==> src/rtl/alu_result_stage.sv <==
// Registered ALU result stage: captures result, opcode and derived flags
// into a small FIFO handed to writeback over a valid/ready handshake.
module alu_result_stage #(
  parameter int WIDTH = 32,
  parameter int DEPTH = 4
) (
  input  logic                     Clk,
  input  logic                     Rst,
  input  logic                     InValid,
  output logic                     InReady,
  input  logic [WIDTH:0]           Res,
  input  logic [2:0]               ResSel,
  output logic                     OutValid,
  input  logic                     OutReady,
  output logic [WIDTH-1:0]         OutData,
  output logic                     OutCarry,
  output logic                     OutZero,
  output logic                     OutNeg,
  output logic                     OutIllegal,
  output logic [$clog2(DEPTH):0]   Count,
  output logic [7:0]               ErrCount
);

  localparam int PW = $clog2(DEPTH);
  localparam int CW = PW + 1;

  typedef struct packed {
    logic             illegal;
    logic             carry;
    logic [WIDTH-1:0] data;
  } entry_t;

  typedef enum logic [1:0] {
    EMPTY,
    PARTIAL,
    FULL
  } occ_t;

  entry_t          mem [DEPTH];
  logic [PW-1:0]   wptr;
  logic [PW-1:0]   rptr;
  logic [PW-1:0]   rd_nxt;
  logic [CW-1:0]   count_q;
  logic [CW-1:0]   count_nxt;
  logic [7:0]      err_q;
  occ_t            occ;
  entry_t          ent_in;
  entry_t          head_nxt;
  logic            push;
  logic            pop;

  always_comb begin
    occ = PARTIAL;
    unique case (1'b1)
      (count_q == '0):          occ = EMPTY;
      (count_q == CW'(DEPTH)):  occ = FULL;
      default:                  occ = PARTIAL;
    endcase
  end

  // Illegal opcodes never let ALU data (possibly X) into storage.
  always_comb begin
    ent_in = '0;
    if (ResSel > 3'd4) begin
      ent_in.illegal = 1'b1;
    end else begin
      ent_in.data  = Res[WIDTH-1:0];
      ent_in.carry = (ResSel == 3'd3) || (ResSel == 3'd4);
      ent_in.carry = ent_in.carry & Res[WIDTH];
    end
  end

  assign InReady   = (occ != FULL);
  assign push      = InValid && InReady;
  assign pop       = OutValid && OutReady;
  assign count_nxt = count_q + CW'(push) - CW'(pop);
  assign rd_nxt    = rptr + PW'(pop);

  // The new head is the incoming entry only when the buffer drains to it.
  always_comb begin
    head_nxt = mem[rd_nxt];
    if (push && (rd_nxt == wptr)) head_nxt = ent_in;
  end

  always_ff @(posedge Clk) begin
    if (Rst) begin
      wptr       <= '0;
      rptr       <= '0;
      count_q    <= '0;
      err_q      <= '0;
      OutValid   <= 1'b0;
      OutData    <= '0;
      OutCarry   <= 1'b0;
      OutZero    <= 1'b0;
      OutNeg     <= 1'b0;
      OutIllegal <= 1'b0;
    end else begin
      if (push) begin
        mem[wptr] <= ent_in;
        wptr      <= wptr + PW'(1);
      end
      if (pop) rptr <= rd_nxt;
      if (push && ent_in.illegal && (err_q != 8'hff)) begin
        err_q <= err_q + 8'd1;
      end
      count_q  <= count_nxt;
      OutValid <= (count_nxt != '0);
      if (count_nxt != '0) begin
        OutData    <= head_nxt.data;
        OutCarry   <= head_nxt.carry;
        OutZero    <= (head_nxt.data == '0);
        OutNeg     <= head_nxt.data[WIDTH-1];
        OutIllegal <= head_nxt.illegal;
      end
    end
  end

  assign Count    = count_q;
  assign ErrCount = err_q;

endmodule

==> config.mk <==
export PLATFORM = sky130hd
export DESIGN_NAME = alu_result_stage
export DESIGN_NICKNAME = d
export VERILOG_FILES = /design/src/rtl/alu_result_stage.sv
export SDC_FILE = /design/constraint.sdc
export NUM_CORES = 1
export LEC_CHECK = 0
export BUFFER_PORTS_ARGS = -buffer_cell sky130_fd_sc_hd__buf_2
export CORE_MARGIN = 4
export CORE_UTILIZATION = 65
export CTS_BUF_LIST = sky130_fd_sc_hd__clkbuf_8
export CTS_CLUSTER_SIZE = 14
export DETAILED_ROUTE_END_ITERATION = 6
export GPL_ROUTABILITY_DRIVEN = 0
export GPL_TIMING_DRIVEN = 0
export PLACE_DENSITY = 0.88
export SYNTH_ARGS = -nofsm -noshare
export SYNTH_HDL_FRONTEND = slang
export SYNTH_SLANG_ARGS = --single-unit
==> constraint.sdc <==
create_clock -name Clk -period 7.8 [get_ports Clk]
set_input_delay 0.78 -clock Clk [delete_from_list [all_inputs] [get_ports Clk]]
set_output_delay 0.78 -clock Clk [all_outputs]
set_load 0.01 [all_outputs]
### Yosys cells after proc, flatten, opt, wreduce, memory -nomap -nowiden

Memories as Yosys holds them, arrays and structs flattened.
Cells that the tools add are included.

| storage, ports and cells | value |
|---|---|
| bits in registers | 52 |
| bits in writable memories | 136 |
| input port bits | 40 |
| memories kept | 1 |

| cells by class | value |
|---|---|
| $add $sub $neg | 5 |
| order comparisons | 1 |
| equality and inequality tests | 6 |
| muxes and demuxes | 7 |
| bitwise gates (word level) | 1 |
| reduce and logical (&&, ||, !) cells | 9 |

Memory list:

| name | depth | width | read ports | clocked after memory_dff | write ports | line | source |
|---|---|---|---|---|---|---|---|
| mem | 4 | 34 | 1 | 0 | 1 | 39 | `entry_t mem [DEPTH];` |

Operators by type and width:

| operator | count |
|---|---|
| $mux 34 | 1 |
| $mux 33 | 1 |
| $logic_not 32->1 | 1 |
| $add 8x1->8 const B | 1 |
| $ne 8x8->1 const B | 1 |
| $eq 3x3->1 const B | 2 |
| $logic_and 1x1->1 | 5 |
| $mux 1 | 4 |
| $pmux 2 s2 | 1 |
| $add 3x1->3 | 1 |
| $eq 3x2->1 const B | 1 |
| $gt 3x3->1 const B | 1 |
| $logic_not 3->1 | 1 |
| $reduce_bool 3->1 | 1 |
| $sub 3x1->3 | 1 |
| $add 2x1->2 | 1 |
| $add 2x1->2 const B | 1 |
| $eq 2x2->1 | 1 |
| $ne 2x2->1 const B | 1 |
| $and 1x1->1 | 1 |
| $logic_or 1x1->1 | 1 |

### Depth between registers and ports, before layout

| depth | value |
|---|---|
| depth after elaboration | 7 |
| mapped depth | 14 |
| depth with buffers taken out | 12 |

### Worst setup path before layout

Ideal clock, no wire load.

| path | value |
|---|---|
| kind | input-to-reg |
| start | input port OutReady |
| end | register OutData[0] |
| library setup time | 0.086 ns |
| arrival | 3.050 ns |
| data required time | 7.714 ns |
| slack | 4.665 ns |
| stages | 12 |
| path through | and2_1 ha_1 inv_1 ha_1 fa_1 xnor2_1 xnor2_1 or3_1 clkbuf_1 clkbuf_1 buf_2 a211oi_1 |

| on the way | value |
|---|---|
| word-level cells in the longest chain between the ends | 5 |
| elaborated cells between the ends (all ways) | 8 |
| classes of those cells | add/sub: 2; eq/ne: 1; mux: 1; reduce/logical: 3; memory: 1 |

RTL lines:

| element | line | source |
|---|---|---|
| from (decl) | 14 | `input logic OutReady,` |
| $logic_and 1x1->1 (*) | 75 | `assign pop = OutValid && OutReady;` |
| branches (longest 4 deep; another with $mem_v2 4x34) | - |  |
| to (signal assigned) | 109 | `OutData <= head_nxt.data;` |
| to (decl) | 15 | `output logic [WIDTH-1:0] OutData,` |

Every way passes the cells marked *.
A chain may end at the register's enable or synchronous reset.

### Worst setup path after layout

| path | value |
|---|---|
| start | register count_q[2] (netlist: Count[2]) |
| end | register OutData[29] |

| on the way | value |
|---|---|
| word-level cells in the longest chain between the ends | 7 |
| elaborated cells between the ends (all ways) | 10 |
| classes of those cells | add/sub: 2; eq/ne: 2; mux: 2; reduce/logical: 4 |

RTL lines:

| element | line | source |
|---|---|---|
| from (decl) | 43 | `logic [CW-1:0] count_q;` |
| from (signal assigned) | 106 | `count_q <= count_nxt;` |
| $eq 3x3->1 / $logic_not 3->1 (equally long branches) | 56, 55 |  |
| $pmux 2 s2 | 54 | `unique case (1'b1)` |
| $ne 2x2->1 | 73 | `assign InReady = (occ != FULL);` |
| $logic_and 1x1->1 | 74 | `assign push = InValid && InReady;` |
| $add 3x1->3 | 76 | `assign count_nxt = count_q + CW'(push) - CW'(pop);` |
| $sub 3x1->3 | 76 |  |
| $reduce_bool 3->1 | 108 | `if (count_nxt != '0) begin` |

Parallel ways exist; a longest one is shown, timed or not.

==> out/metrics.cfg <==
[routing]
drc_errors=0
firstDrtPassIters=5
vias=4611
postRouteAntennaNets=0
wl_per_cell_microns=21.5
avgViaCountPerCell=6.12
totalWireLength_mm=16.2
drtIter0Drc=362

[global_route]
gr-total-overflow=0
grt_max_degree=32
grt_pass1_vias=4688
antenna_found_initial=0
grt_pass1_wl_mm=25.4
grt.total_usage=0.260

[clock_tree]
clk_pin_slew_ns=0.09
cts_tree=done
cts-root-buf=clkbuf_8
ctsHoldBuffers=0
numClockSinks=187
cts.path.max_buffers=2
cts_buffers=17
post_cts_buffers=0
cts_max_level=4
worst_skew_pair.late_latency_ns=0.47
cts_resized=0

[place]
port_buffers=88
placed_cell_area_sq_um=8340
post-dp-hpwl_mm=11.0

[power]
p_leak_nw=3.36
power_density_nw_per_um2=342
irDropWorstVdd_uv=243

[synth]
synth_top_area_frac=0.535
yosys-top-cells-area=edfxtp_1 53%, dfxtp_1 13%, mux4_2 7.1%
ys_warn_count=0
post_synth.cell_area_avg_sq_um=15.7
synthSimpleGateAreaFrac=0.0829
synth_edf_count=136
ys.flop_type=edfxtp_1
syn_inst=486
synth_xor_area_frac=0.0179
synth_top_family_by_area=multiplexers
synth_mux_area_frac=0.147
synth_area_sq_um=7640
synth_top_cell_by_area=edfxtp_1
ys_seq_elements=187
yosysUniqueCellTypes=36
synth_compound_area_frac=0.0436
synth_nets=535
synthMostInstantiatedCell=edfxtp_1
synthArstFlopShare=0
yosysSeqAreaShare=0.668
synthTopCellsByCount=136 x edfxtp_1, 51 x dfxtp_1, 49 x nor2_1
yosys.area_share.adder=0.0157

[die]
die_h_microns=116
rows=39
die_area_sq_um=13500
start_util=0.666
core_area_sq_um=11500
die_width_microns=116
pin_count=89

[job]
maxCapViolations=0

[sta]
max_freq_mhz=270
setup_violations=0
finalCritPeriodShare=0.475
slew_violations=0
hold_viol=0
tns_ns=0
period_minus_slack_ns=3.71
skew_ns=0.0102
rsz0062_at_grt=false
max_slew.worst_pin.slew_ns=0.892
maxSlewHeadroom=0.401

[setup_path]
cp-endpoint=OutData[29]
r2r-end=OutData[29]
crit_path_end_kind=flop
reg2reg_depth=14
cp_max_fo=10
r2r-start=Count[2]
cp-start-kind=flop
worstSetupStartpoint=Count[2]
critPathArrivalTime_ns=4.04
reg2reg_slack_ns=4.09
worstSetupPathType=reg2reg
critPathRequiredTime_ns=8.13

[layout]
fin_area_sq_um=8760
n_fill_cell=622
diodes=0
syn_to_final_growth_pct=14.7
drive_gt1_frac=0.270
nets=646
final_util=0.764

[hold_path]
hold_class=reg2reg

[outcome]
status=finished clean

worst min path at each step:
| stage | startpoint | endpoint | slack (ns) | cells past startpoint |
|---|---|---|---|---|
| after floorplan | rptr[0] | rptr[0] | 0.45 | 2 |
| after global placement | rptr[0] | rptr[0] | 0.46 | 2 |
| after detailed placement | rptr[0] | rptr[0] | 0.47 | 2 |
| after CTS | rptr[0] | rptr[0] | 0.48 | 2 |
| after global routing | rptr[0] | rptr[0] | 0.52 | 2 |
| final | rptr[0] | rptr[0] | 0.48 | 2 |
power breakdown:
| group | internal (mW) | total, mW | switching [mW] |
|---|---|---|---|
| sequential | 1.21 | 1.27 | 0.0685 |
| combinational | 0.420 | 1.05 | 0.635 |
| clock | 0.326 | 0.666 | 0.340 |
| total | 1.95 | 3.00 | 1.04 |
cells in the final DEF, fill, tap and decap left out, types with 3 or more instances in the layout:
cell,n
edfxtp_1,136
buf_2,95
dfxtp_1,51
nor2_1,49
and2_1,34
mux2i_1,32
a211oi_1,32
mux4_2,24
clkbuf_8,18
clkbuf_1,15
nand2_1,13
mux4_1,10
nand4_1,9
inv_1,8
ha_1,8
a21oi_1,7
xor2_1,7
xnor2_1,6
buf_12,5
nand3_1,5
and2_2,4
buf_4,4
nor2b_1,3
nor3_1,3
clkinv_2,3
clkinvlp_4,3
bufinv_16,3
flip-flops by register name (all words and copies together), names as in the netlist:
| signal | cells |
|---|---|
| mem | 136 |
| OutData | 32 |
| ErrCount | 8 |
| Count | 3 |
| rptr | 2 |
| wptr | 2 |
| OutCarry | 1 |
| OutIllegal | 1 |
| OutValid | 1 |
| OutZero | 1 |
cells by family (layout without fill, tap and decap cells):
family,count (synthesis),count (layout)
adder cells (fa/ha/maj),9,9
AND/OR/NAND/NOR,127,127
flip-flops,187,187
XOR/XNOR,14,14
buffers and inverters,37,161
AO/OA/AOI/OAI,46,46
multiplexers,66,66
area by class of cell:
class / instances / area [sq um] / area share
repair buffers: 92 / 520 / 0.0594
clock inverters: 14 / 169 / 0.0193
plain buffers: 29 / 156 / 0.0179
flip-flops and latches: 187 / 5100 / 0.583
inverters: 8 / 30.0 / 0.00343
well taps: 143 / 179 / 0.0204
clock buffers: 18 / 248 / 0.0283
multi-input cells: 262 / 2350 / 0.268
through the flow:
step                power (mW)  instances  worst slack, ns  hold slack (ns)
floorplan                 1.99        486             4.66            0.454
global placement          2.27        717             4.08            0.464
detailed placement        2.34        721             3.91            0.470
CTS                       3.00        753             4.11            0.485
global route              3.16        753             3.78            0.515
finish                    3.00        753             4.09            0.481
worst max-delay path, stage by stage, from the launching register on:
cell,delay [ns]
dfxtp_1,0.38
or3b_1,0.35
clkbuf_1,0.16
nand2_1,0.20
ha_1,0.16
inv_1,0.04
ha_1,0.19
fa_1,0.38
xnor2_1,0.23
xnor2_1,0.17
or3_1,0.14
clkbuf_1,0.23
clkbuf_1,0.45
buf_2,0.35
a211oi_1,0.12
metal layers:
metal  track usage  routed length [microns]  vias up
li1              -                        -     2088
met1         0.351                     6450     2234
met2         0.410                     8080      252
met3        0.0637                     1290       37
met4         0.112                      404        0
met5             0                        0        -
Note: power is estimated with default switching activity, not from simulation.
